`config.mk`:
```
export PLATFORM = sky130hd
export DESIGN_NAME = tlv5618a_receiver_flat
export DESIGN_NICKNAME = d
export VERILOG_FILES = /design/src/rtl/tlv5618a_pkg.sv /design/src/rtl/tlv5618a_if.sv /design/src/rtl/tlv5618a_sync_edge.sv /design/src/rtl/tlv5618a_receiver.sv /design/src/flat_wrapper.sv
export SDC_FILE = /design/constraint.sdc
export NUM_CORES = 1
export LEC_CHECK = 0
export BUFFER_PORTS_ARGS = -buffer_cell sky130_fd_sc_hd__buf_2
export CAP_MARGIN = 20
export CORE_ASPECT_RATIO = 1.4
export CORE_MARGIN = 5
export CORE_UTILIZATION = 55
export CTS_CLUSTER_SIZE = 8
export DETAILED_ROUTE_END_ITERATION = 7
export GPL_TIMING_DRIVEN = 0
export MAX_ROUTING_LAYER = met4
export PLACE_DENSITY = 0.74
export SLEW_MARGIN = 20
export SYNTH_ARGS = -nofsm -noshare
export SYNTH_HDL_FRONTEND = slang
export SYNTH_SLANG_ARGS = --single-unit
```
`constraint.sdc`:
```
create_clock -name clk -period 2 [get_ports clk]
set_input_delay 0.4 -clock clk [delete_from_list [all_inputs] [get_ports clk]]
set_output_delay 0.4 -clock clk [all_outputs]
set_load 0.03 [all_outputs]
```
`src/rtl/tlv5618a_pkg.sv`:
```
// rtl/tlv5618a_pkg.sv - shared constants, word-select codes and FSM states for the TLV5618A receiver
package tlv5618a_pkg;

  localparam int WORD_BITS = 16;
  localparam int DATA_BITS = 12;

  // R1R0 control field, taken from D15 and D12 of the word.
  typedef enum logic [1:0] {
    SEL_B_BUF = 2'b00,
    SEL_BUF   = 2'b01,
    SEL_A_UPD = 2'b10,
    SEL_RSVD  = 2'b11
  } sel_e;

  typedef enum logic [1:0] {
    ST_WAIT_HIGH = 2'd0,
    ST_IDLE      = 2'd1,
    ST_SHIFT     = 2'd2,
    ST_COMMIT    = 2'd3
  } state_e;

  function automatic sel_e word_sel(input logic [WORD_BITS-1:0] word);
    return sel_e'({word[WORD_BITS-1], word[WORD_BITS-4]});
  endfunction

endpackage

```
`src/rtl/tlv5618a_if.sv`:
```
// rtl/tlv5618a_if.sv - 3-wire TLV5618A DAC link (sclk/din/csn)
interface tlv5618a_if;
  logic dac_sclk;
  logic dac_din;
  logic dac_csn;

  modport master (output dac_sclk, output dac_din, output dac_csn);
  modport slave  (input  dac_sclk, input  dac_din, input  dac_csn);
endinterface

```
`src/rtl/tlv5618a_sync_edge.sv`:
```
// rtl/tlv5618a_sync_edge.sv - multi-stage synchronizer with rise/fall pulses on the synchronized level
module sync_edge #(
  parameter int STAGES = 2
) (
  input  logic clk,
  input  logic rst,
  input  logic async_in,
  output logic sync_out,
  output logic rise,
  output logic fall
);

  logic [STAGES-1:0] chain_q;
  logic              prev_q;

  always_ff @(posedge clk) begin
    if (rst) begin
      chain_q <= '0;
      prev_q  <= 1'b0;
    end else begin
      chain_q <= {chain_q[STAGES-2:0], async_in};
      prev_q  <= chain_q[STAGES-1];
    end
  end

  assign sync_out = chain_q[STAGES-1];
  assign rise     = sync_out & ~prev_q;
  assign fall     = ~sync_out & prev_q;

endmodule

```
`src/rtl/tlv5618a_receiver.sv`:
```
// rtl/tlv5618a_receiver.sv - oversampling TLV5618A link responder decoding words into DAC A/B/BUFFER
module tlv5618a_receiver #(
  parameter int SYNC_STAGES = 2,
  parameter int WORD_BITS   = 16
) (
  input  logic              clk,
  input  logic              rst,
  tlv5618a_if.slave         link,
  output logic [11:0]       dac_a,
  output logic [11:0]       dac_b,
  output logic [11:0]       buffer,
  output logic              pwr_down,
  output logic              speed,
  output logic              update,
  output logic              frame_err
);
  import tlv5618a_pkg::*;

  localparam int              CNT_W    = $clog2(WORD_BITS + 2);
  localparam logic [CNT_W-1:0] CNT_FULL = CNT_W'(WORD_BITS);
  localparam logic [CNT_W-1:0] CNT_SAT  = CNT_W'(WORD_BITS + 1);

  logic sclk_sync, sclk_rise, sclk_fall;
  logic csn_sync, csn_rise, csn_fall;
  logic [SYNC_STAGES-1:0] din_q;
  logic din_sync;
  logic link_unused;

  sync_edge #(.STAGES(SYNC_STAGES)) u_sclk (
    .clk(clk), .rst(rst), .async_in(link.dac_sclk),
    .sync_out(sclk_sync), .rise(sclk_rise), .fall(sclk_fall)
  );

  sync_edge #(.STAGES(SYNC_STAGES)) u_csn (
    .clk(clk), .rst(rst), .async_in(link.dac_csn),
    .sync_out(csn_sync), .rise(csn_rise), .fall(csn_fall)
  );

  // Same depth as the sclk path so din is sampled alongside the edge that clocks it.
  always_ff @(posedge clk) begin
    if (rst) din_q <= '0;
    else     din_q <= {din_q[SYNC_STAGES-2:0], link.dac_din};
  end
  assign din_sync    = din_q[SYNC_STAGES-1];
  assign link_unused = sclk_sync ^ sclk_rise;

  state_e                 state_q, state_d;
  logic                   clr_frame, shift_en, do_commit;
  logic [CNT_W-1:0]       cnt_q;
  logic [WORD_BITS-1:0]   sr_q;
  logic [DATA_BITS-1:0]   word_data;

  always_ff @(posedge clk) begin
    if (rst) state_q <= ST_WAIT_HIGH;
    else     state_q <= state_d;
  end

  always_comb begin
    state_d   = state_q;
    clr_frame = 1'b0;
    shift_en  = 1'b0;
    do_commit = 1'b0;
    case (state_q)
      ST_WAIT_HIGH: if (csn_sync) state_d = ST_IDLE;
      ST_IDLE: begin
        if (csn_fall) begin
          state_d   = ST_SHIFT;
          clr_frame = 1'b1;
        end
      end
      ST_SHIFT: begin
        // A final sclk fall in the same sample as csn rise still counts.
        shift_en = sclk_fall;
        if (csn_rise) state_d = ST_COMMIT;
      end
      ST_COMMIT: begin
        do_commit = 1'b1;
        state_d   = ST_IDLE;
      end
      default: state_d = ST_WAIT_HIGH;
    endcase
  end

  assign word_data = sr_q[DATA_BITS-1:0];

  always_ff @(posedge clk) begin
    if (rst) begin
      cnt_q     <= '0;
      sr_q      <= '0;
      dac_a     <= '0;
      dac_b     <= '0;
      buffer    <= '0;
      pwr_down  <= 1'b0;
      speed     <= 1'b0;
      update    <= 1'b0;
      frame_err <= 1'b0;
    end else begin
      update    <= 1'b0;
      frame_err <= 1'b0;
      if (clr_frame) begin
        cnt_q <= '0;
        sr_q  <= '0;
      end else if (shift_en) begin
        sr_q <= {sr_q[WORD_BITS-2:0], din_sync};
        if (cnt_q != CNT_SAT) cnt_q <= cnt_q + 1'b1;
      end
      if (do_commit) begin
        if (cnt_q != CNT_FULL) begin
          frame_err <= 1'b1;
        end else if (word_sel(sr_q) != SEL_RSVD) begin
          speed    <= sr_q[WORD_BITS-2];
          pwr_down <= sr_q[WORD_BITS-3];
          update   <= 1'b1;
          case (word_sel(sr_q))
            SEL_B_BUF: begin
              dac_b  <= word_data;
              buffer <= word_data;
            end
            SEL_BUF:   buffer <= word_data;
            SEL_A_UPD: begin
              dac_a <= word_data;
              dac_b <= buffer;
            end
            default: ;
          endcase
        end
      end
    end
  end

endmodule

```
`src/flat_wrapper.sv`:
```
// flat-port wrapper written by rule: the top's interface ports become plain ports
module tlv5618a_receiver_flat import tlv5618a_pkg::*;
#(
  parameter int SYNC_STAGES = 2,
  parameter int WORD_BITS   = 16
)
  (clk, rst, dac_a, dac_b, buffer, pwr_down, speed, update, frame_err, link_dac_sclk, link_dac_din, link_dac_csn);
  tlv5618a_if link_i ();
  input  logic clk;
  input  logic rst;
  output logic [11:0] dac_a;
  output logic [11:0] dac_b;
  output logic [11:0] buffer;
  output logic pwr_down;
  output logic speed;
  output logic update;
  output logic frame_err;
  input wire logic [$bits(link_i.dac_sclk)-1:0] link_dac_sclk;
  input wire logic [$bits(link_i.dac_din)-1:0] link_dac_din;
  input wire logic [$bits(link_i.dac_csn)-1:0] link_dac_csn;
  assign link_i.dac_sclk = link_dac_sclk;
  assign link_i.dac_din = link_dac_din;
  assign link_i.dac_csn = link_dac_csn;
  tlv5618a_receiver #(.SYNC_STAGES(SYNC_STAGES), .WORD_BITS(WORD_BITS)) u_core (.clk(clk), .rst(rst), .link(link_i), .dac_a(dac_a), .dac_b(dac_b), .buffer(buffer), .pwr_down(pwr_down), .speed(speed), .update(update), .frame_err(frame_err));
endmodule
```
==> flow_summary_export.csv, run 1 <==
group,metric,value,unit
outcome,status,"completed",
grt,grt_pass1_wl,9.67,mm
grt,grt_antenna_before_repair,0,
die,start_util,0.574,
power_and_ir_drop,p_clk_frac,0.389,
setup_path,crit_cells,6,
logic_synthesis,syn_area,2800,um^2
timing,skew,0.00818,ns
cts,cts.sinks,71,
cells_and_area,n_fill_cell,423,
timing,fmax,0.577,GHz
logic_synthesis,avgSynthCellArea,9.40,um^2
logic_synthesis,synth_warnings,0,
timing,drv_slew,0,
cells_and_area,fin_cells,421,
power_and_ir_drop,internal_power,2010,uW
die,dieWidth,70.3,um
cells_and_area,drive_gt1_frac,0.204,
place,dp_cells,405,
logic_synthesis,synth-seq-cells,71,
cells_and_area,nets,365,
place,dp_hpwl,4.11,mm
timing,hold_viol,0,
power_and_ir_drop,peakVddDrop,0.526,mV
power_and_ir_drop,combPwrFrac,0.057,
setup_path,critPathTopFamily,"buffers and inverters",
logic_synthesis,synth-seq-area-share,0.507,
power_and_ir_drop,power.leakage,0.00135,uW
timing,worst_pin_slew,0.548,ns
grt,grtUsageTotal,0.195,
setup_path,critPathCaptureType,"register",
setup_path,r2r_start,"u_core.state_q[0]$_SDFFE_PP0P_",
cells_and_area,syn_to_final_growth,16.8,%
setup_path,path_cells,"inv_1 > ha_1 > nand3b_1 > clkbuf_1 > nand2_1 > a21oi_1",
logic_synthesis,ys_types,32,
detailed_routing,viasPerCell,5.16,
die,coreArea,4880,um^2
cts,clk_path_buf_depth,2,
detailed_routing,wire_per_inst,14.0,um
hold_path,min-delay-start,"link_dac_din",
logic_synthesis,synth_cells,298,
cts,root_buffer,"clkbuf_8",
power_and_ir_drop,pwr-share-seq,0.554,
place,port-buffer-count,43,
grt,grt_overflow,0,
die,pin_count,45,
timing,max_slew_margin,0.635,
detailed_routing,drt.antenna.violating_nets,0,
die,dieArea,6640,um^2
setup_path,crit_type,"reg2reg",
hold_path,hold_path_depth,2,
setup_path,crit_buf_inv,2,
cts,clk_latency,0.35,ns
setup_path,crit_arrival,2.01,ns
logic_synthesis,async_flop_share,0,
cells_and_area,final_cell_mix,"dfxtp_1 (71), nand2_1 (57), buf_2 (46), nor2_1 (34), a21oi_1 (30)",
setup_path,slowest_delay,0.42,ns
cells_and_area,final_common_cell,"dfxtp_1",
setup_path,required,2.28,ns
cts,clkTransAtPathRegs,0.07,ns
cts,cts_resized,0,
power_and_ir_drop,p_switching,605,uW
detailed_routing,drt-total-wl,5.89,mm
detailed_routing,first_pass_iters,5,
logic_synthesis,synth_fp_nets,311,
cts,cts_made_buffers,9,
detailed_routing,vias,2174,
place,dpl-instance-area,3100,um^2
cells_and_area,postLayoutCoreUtil,0.671,
place,globalplace.congestion,0.800,
setup_path,r2r_cells,6,
power_and_ir_drop,power,2620,uW
setup_path,slowest_stage,"clkbuf_1",
cts,cts_hold_buf,0,
logic_synthesis,synth_flop_cell,"dfxtp_1",
grt,grt_max_degree,12,
timing,finalCriticalPeriod,1.73,ns
power_and_ir_drop,powerDensity,799,nW/um^2
detailed_routing,drc,0,
power_and_ir_drop,switching_share,0.231,
cts,htreeDepth,3,
grt,grt_pass1_vias,2028,
timing,finalSetupViolCount,0,
die,num_rows,30,
cts,cts_tree,"yes",
detailed_routing,drtIter0Drc,104,
timing,setup-tns-final,0,ns
cts,cts_setup_buffers,0,
timing,period_share,0.866,
hold_path,hold_path.class,"in2reg",
job,max_cap_violations,0,
cells_and_area,stdcell_area,3270,um^2
setup_path,start_kind,"register",
cells_and_area,antenna_cells,0,
logic_synthesis,synth_edf_count,0,
setup_path,path_max_fanout,10,
setup_path,crit_start,"u_core.state_q[0]$_SDFFE_PP0P_",
timing,rsz0062_at_grt,"no",
die,die_h,94.4,um
-- sequential cells by signal, summed over array words and instances, names as in the netlist, 5 cells and up --
register and flops:
u_core.dac_a 12, u_core.sr_q 16, u_core.cnt_q 5, u_core.buffer 12
u_core.dac_b 12
-- cells by family (layout without fill, tap and decap cells) --
kind of cell,Yosys count,count (layout),share of synthesized area
simple gates,116,116,0.198
flops,71,71,0.507
compound gates,47,47,0.0996
mux,29,29,0.104
buf+inv,24,83,0.0456
fa+ha+maj,8,8,0.0357
xor+xnor,3,3,0.00938
-- metrics by stage --
stage / setup WS (ns) / hold slack (ns)
after floorplan: 0.514 / 0.414
after global placement: 0.274 / 0.417
after detailed placement: 0.239 / 0.420
after CTS: 0.260 / 0.257
after global routing: 0.0468 / 0.274
final: 0.268 / 0.262
-- path summary, 6_finish.rpt --
check / to / slack [ns]
worst max-delay path: u_core.sr_q[4]$_SDFFE_PP0P_ / 0.27
worst max register to register: u_core.sr_q[4]$_SDFFE_PP0P_ / 0.27
worst min-delay path: u_core.din_q[0]$_SDFF_PP0_ / 0.26
worst min register to register: u_core.din_q[1]$_SDFF_PP0_ / 0.44
-- area by class of cell --
type | instances | area [um^2] | area share
sequential | 71 | 1420 | 0.434
clock inverter | 3 | 17.5 | 0.00535
inverter | 6 | 22.5 | 0.00688
buffer | 18 | 105 | 0.0321
tap | 64 | 80.1 | 0.0245
clock buffer | 13 | 159 | 0.0485
multi-input combinational | 203 | 1250 | 0.383
timing repair buffer | 43 | 215 | 0.0657
-- cell usage after synthesis, types with 3 or more instances --
| library cell | count | area, um^2 |
|---|---|---|
| dfxtp_1 | 71 | 1420 |
| nand2_1 | 57 | 214 |
| nor2_1 | 34 | 128 |
| a21oi_1 | 30 | 150 |
| mux2i_1 | 28 | 280 |
| a211oi_1 | 12 | 90.1 |
| nor2b_1 | 9 | 56.3 |
| clkbuf_1 | 8 | 30.0 |
| ha_1 | 8 | 100 |
| inv_1 | 6 | 22.5 |
| buf_2 | 3 | 15.0 |
| buf_4 | 3 | 22.5 |
| buf_6 | 3 | 33.8 |
| nand2b_1 | 3 | 18.8 |
-- per-layer routing --
metal / track usage / vias up / part of all wire
li1: - / 1096 / -
met1: 0.211 / 1003 / 0.40
met2: 0.327 / 64 / 0.51
met3: 0.0362 / 11 / 0.062
met4: 0.121 / 0 / 0.027
met5: - / - / 0
-- power by group through the flow --
| stage | logic [uW] | clock network (uW) | registers, uW |
|---|---|---|---|
| 2_1_floorplan | 120 | 0 | 1480 |
| 3_5_place_dp | 152 | 0 | 1480 |
| 3_3_place_gp | 150 | 0 | 1480 |
| 5_1_grt | 175 | 1110 | 1450 |
| 6_report | 150 | 1020 | 1450 |
| 4_1_cts | 153 | 1040 | 1450 |
(Power assumes the default switching activity.)
==> run 2, diff against run 1 <==
CORE_MARGIN = 3   (was 5)
==> run 2 against run 1 <==
Against the previous run:
- hold slack got worse by 0.0018 ns
- maximum frequency fell by 4.1%
- die area decreased by 9.7%
- register-to-register slack worse by 0.07 ns
- sequential power about the same
- total power is 9.9% higher
- sequential share of layout area shrank 0.61 points
- combinational power grew 7%
- critical path type unchanged
==> flow_summary_export.csv, run 2 (synthesis gave the netlist of run 1 again) <==
group,metric,value,unit
setup_path,start_kind,"register",
grt,grtUsageTotal,0.225,
timing,worst_slack,0.195,ns
detailed_routing,drt.antenna.violating_nets,0,
timing,period_share,0.903,
timing,setup-tns-final,0,ns
detailed_routing,wire_per_inst,14.0,um
grt,grt_antenna_before_repair,0,
cts,cts_made_buffers,9,
cts,htreeDepth,3,
detailed_routing,drc,0,
cts,cts_resized,0,
cells_and_area,final_common_cell,"dfxtp_1",
detailed_routing,viasPerCell,5.17,
timing,hold_viol,0,
power_and_ir_drop,power.leakage,0.00137,uW
setup_path,critPathTopFamily,"buffers and inverters",
detailed_routing,drtIter0Drc,126,
die,dieWidth,66.3,um
power_and_ir_drop,peakVddDrop,0.833,mV
setup_path,crit_type,"reg2reg",
cts,root_buffer,"clkbuf_8",
place,dp_slack,0.178,ns
cells_and_area,regMostFlops,"u_core.sr_q",
cts,clkTransAtPathRegs,0.07,ns
cells_and_area,nets,365,
grt,met1_usage,0.247,
power_and_ir_drop,power,2870,uW
cts,clk_latency,0.35,ns
cells_and_area,antenna_cells,0,
setup_path,path_cells,"inv_1 > ha_1 > nand3b_1 > clkbuf_1 > nand2_1 > a21oi_1",
grt,grt_pass1_wl,10.1,mm
grt,grt_max_degree,13,
detailed_routing,vias,2176,
die,coreArea,4880,um^2
setup_path,path_max_fanout,10,
cells_and_area,drive_gt1_frac,0.207,
setup_path,crit_buf_inv,2,
place,port-buffer-count,43,
detailed_routing,drt-total-wl,5.91,mm
place,globalplace.congestion,0.831,
grt,grt_util_met3,0.0411,
cells_and_area,postLayoutCoreUtil,0.680,
cells_and_area,syn_to_final_growth,18.5,%
grt,grt_pass1_vias,2159,
setup_path,reg2reg_setup_slack,0.19,ns
cts,cts_hold_buf,0,
timing,max_slew_margin,0.610,
cts,cts_setup_buffers,0,
timing,fmax,0.554,GHz
timing,rsz0062_at_grt,"no",
place,dp_hpwl,4.11,mm
timing,finalSetupViolCount,0,
cells_and_area,final_cell_mix,"dfxtp_1 (71), nand2_1 (57), buf_2 (46), nor2_1 (34), a21oi_1 (30)",
outcome,status,"completed",
setup_path,crit_arrival,2.08,ns
setup_path,required,2.27,ns
timing,finalCriticalPeriod,1.81,ns
timing,drv_slew,0,
power_and_ir_drop,powerDensity,865,nW/um^2
cts,clk_path_buf_depth,2,
timing,skew,0.00738,ns
die,dieArea,6000,um^2
die,die_h,90.4,um
cts,cts_tree,"yes",
timing,worst_pin_slew,0.585,ns
detailed_routing,first_pass_iters,4,
cts,cts.sinks,71,
setup_path,slowest_stage,"clkbuf_1",
grt,grt.busiest_layer,"met2",
grt,grt_overflow,0,
job,max_cap_violations,0,
die,start_util,0.574,
hold_path,hold_path.class,"in2reg",
die,pin_count,45,
setup_path,critPathCaptureType,"register",
cells_and_area,largest_reg_flops,16,
die,num_rows,30,
setup_path,slowest_delay,0.43,ns
grt,use_met2,0.373,
run 2: cell types whose count changed in the layout (fill, tap and decap cells not counted):
cell,previous run,this run
clkbuf_1,10,9
clkinv_4,0,1
clkbuf_8,11,10
clkinv_2,2,1
bufinv_16,0,2
run 2: layout make-up:
type                    count  area (um^2)
flip-flops and latches     71         1420
well taps                  64         80.1
clock buffers              11          141
clock inverters             5         81.3
multi-input cells         203         1250
fillers                   423         1560
plain buffers              18          105
inverters                   6         22.5
repair buffers             43          215
run 2: metrics by stage:
step           cell area [um^2]  std cells  hold slack, ns
3_5_place_dp               3100        405           0.429
5_1_grt                    3320        421           0.282
2_1_floorplan              2800        298           0.414
4_1_cts                    3320        421           0.253
3_3_place_gp               3100        405           0.416
6_report                   3320        421           0.261
run 2: path summary, 6_finish.rpt:
check | end | start | cells after the start
setup / recovery | u_core.sr_q[6]$_SDFFE_PP0P_ | u_core.state_q[0]$_SDFFE_PP0P_ | 6
hold / removal | u_core.din_q[0]$_SDFF_PP0_ | link_dac_din | 2
setup reg to reg | u_core.sr_q[6]$_SDFFE_PP0P_ | u_core.state_q[0]$_SDFFE_PP0P_ | 6
hold reg to reg | u_core.u_sclk.chain_q[1]$_SDFF_PP0_ | u_core.u_sclk.chain_q[0]$_SDFF_PP0_ | 1
run 2: per-layer routing:
layer | wire length (um) | up-vias | share of wire
met4 | 176 | 0 | 0.030
met2 | 2960 | 47 | 0.50
met1 | 2550 | 1017 | 0.43
met5 | 0 | - | 0
li1 | - | 1100 | -
met3 | 233 | 12 | 0.039
run 2: worst register-to-register path, stage by stage (launching register included):
cell and delay (ns):
dfxtp_1 0.39, inv_1 0.10, ha_1 0.25, nand3b_1 0.29, clkbuf_1 0.43, nand2_1 0.10
a21oi_1 0.17
run 2: where the power goes:
group	switching [uW]	total [uW]	leakage, uW	internal, uW
Sequential	15.7	1450	0.000573	1430
Combinational	94.7	160	0.000692	64.8
Clock	529	1260	0.000110	736
Total	639	2870	0.00137	2230
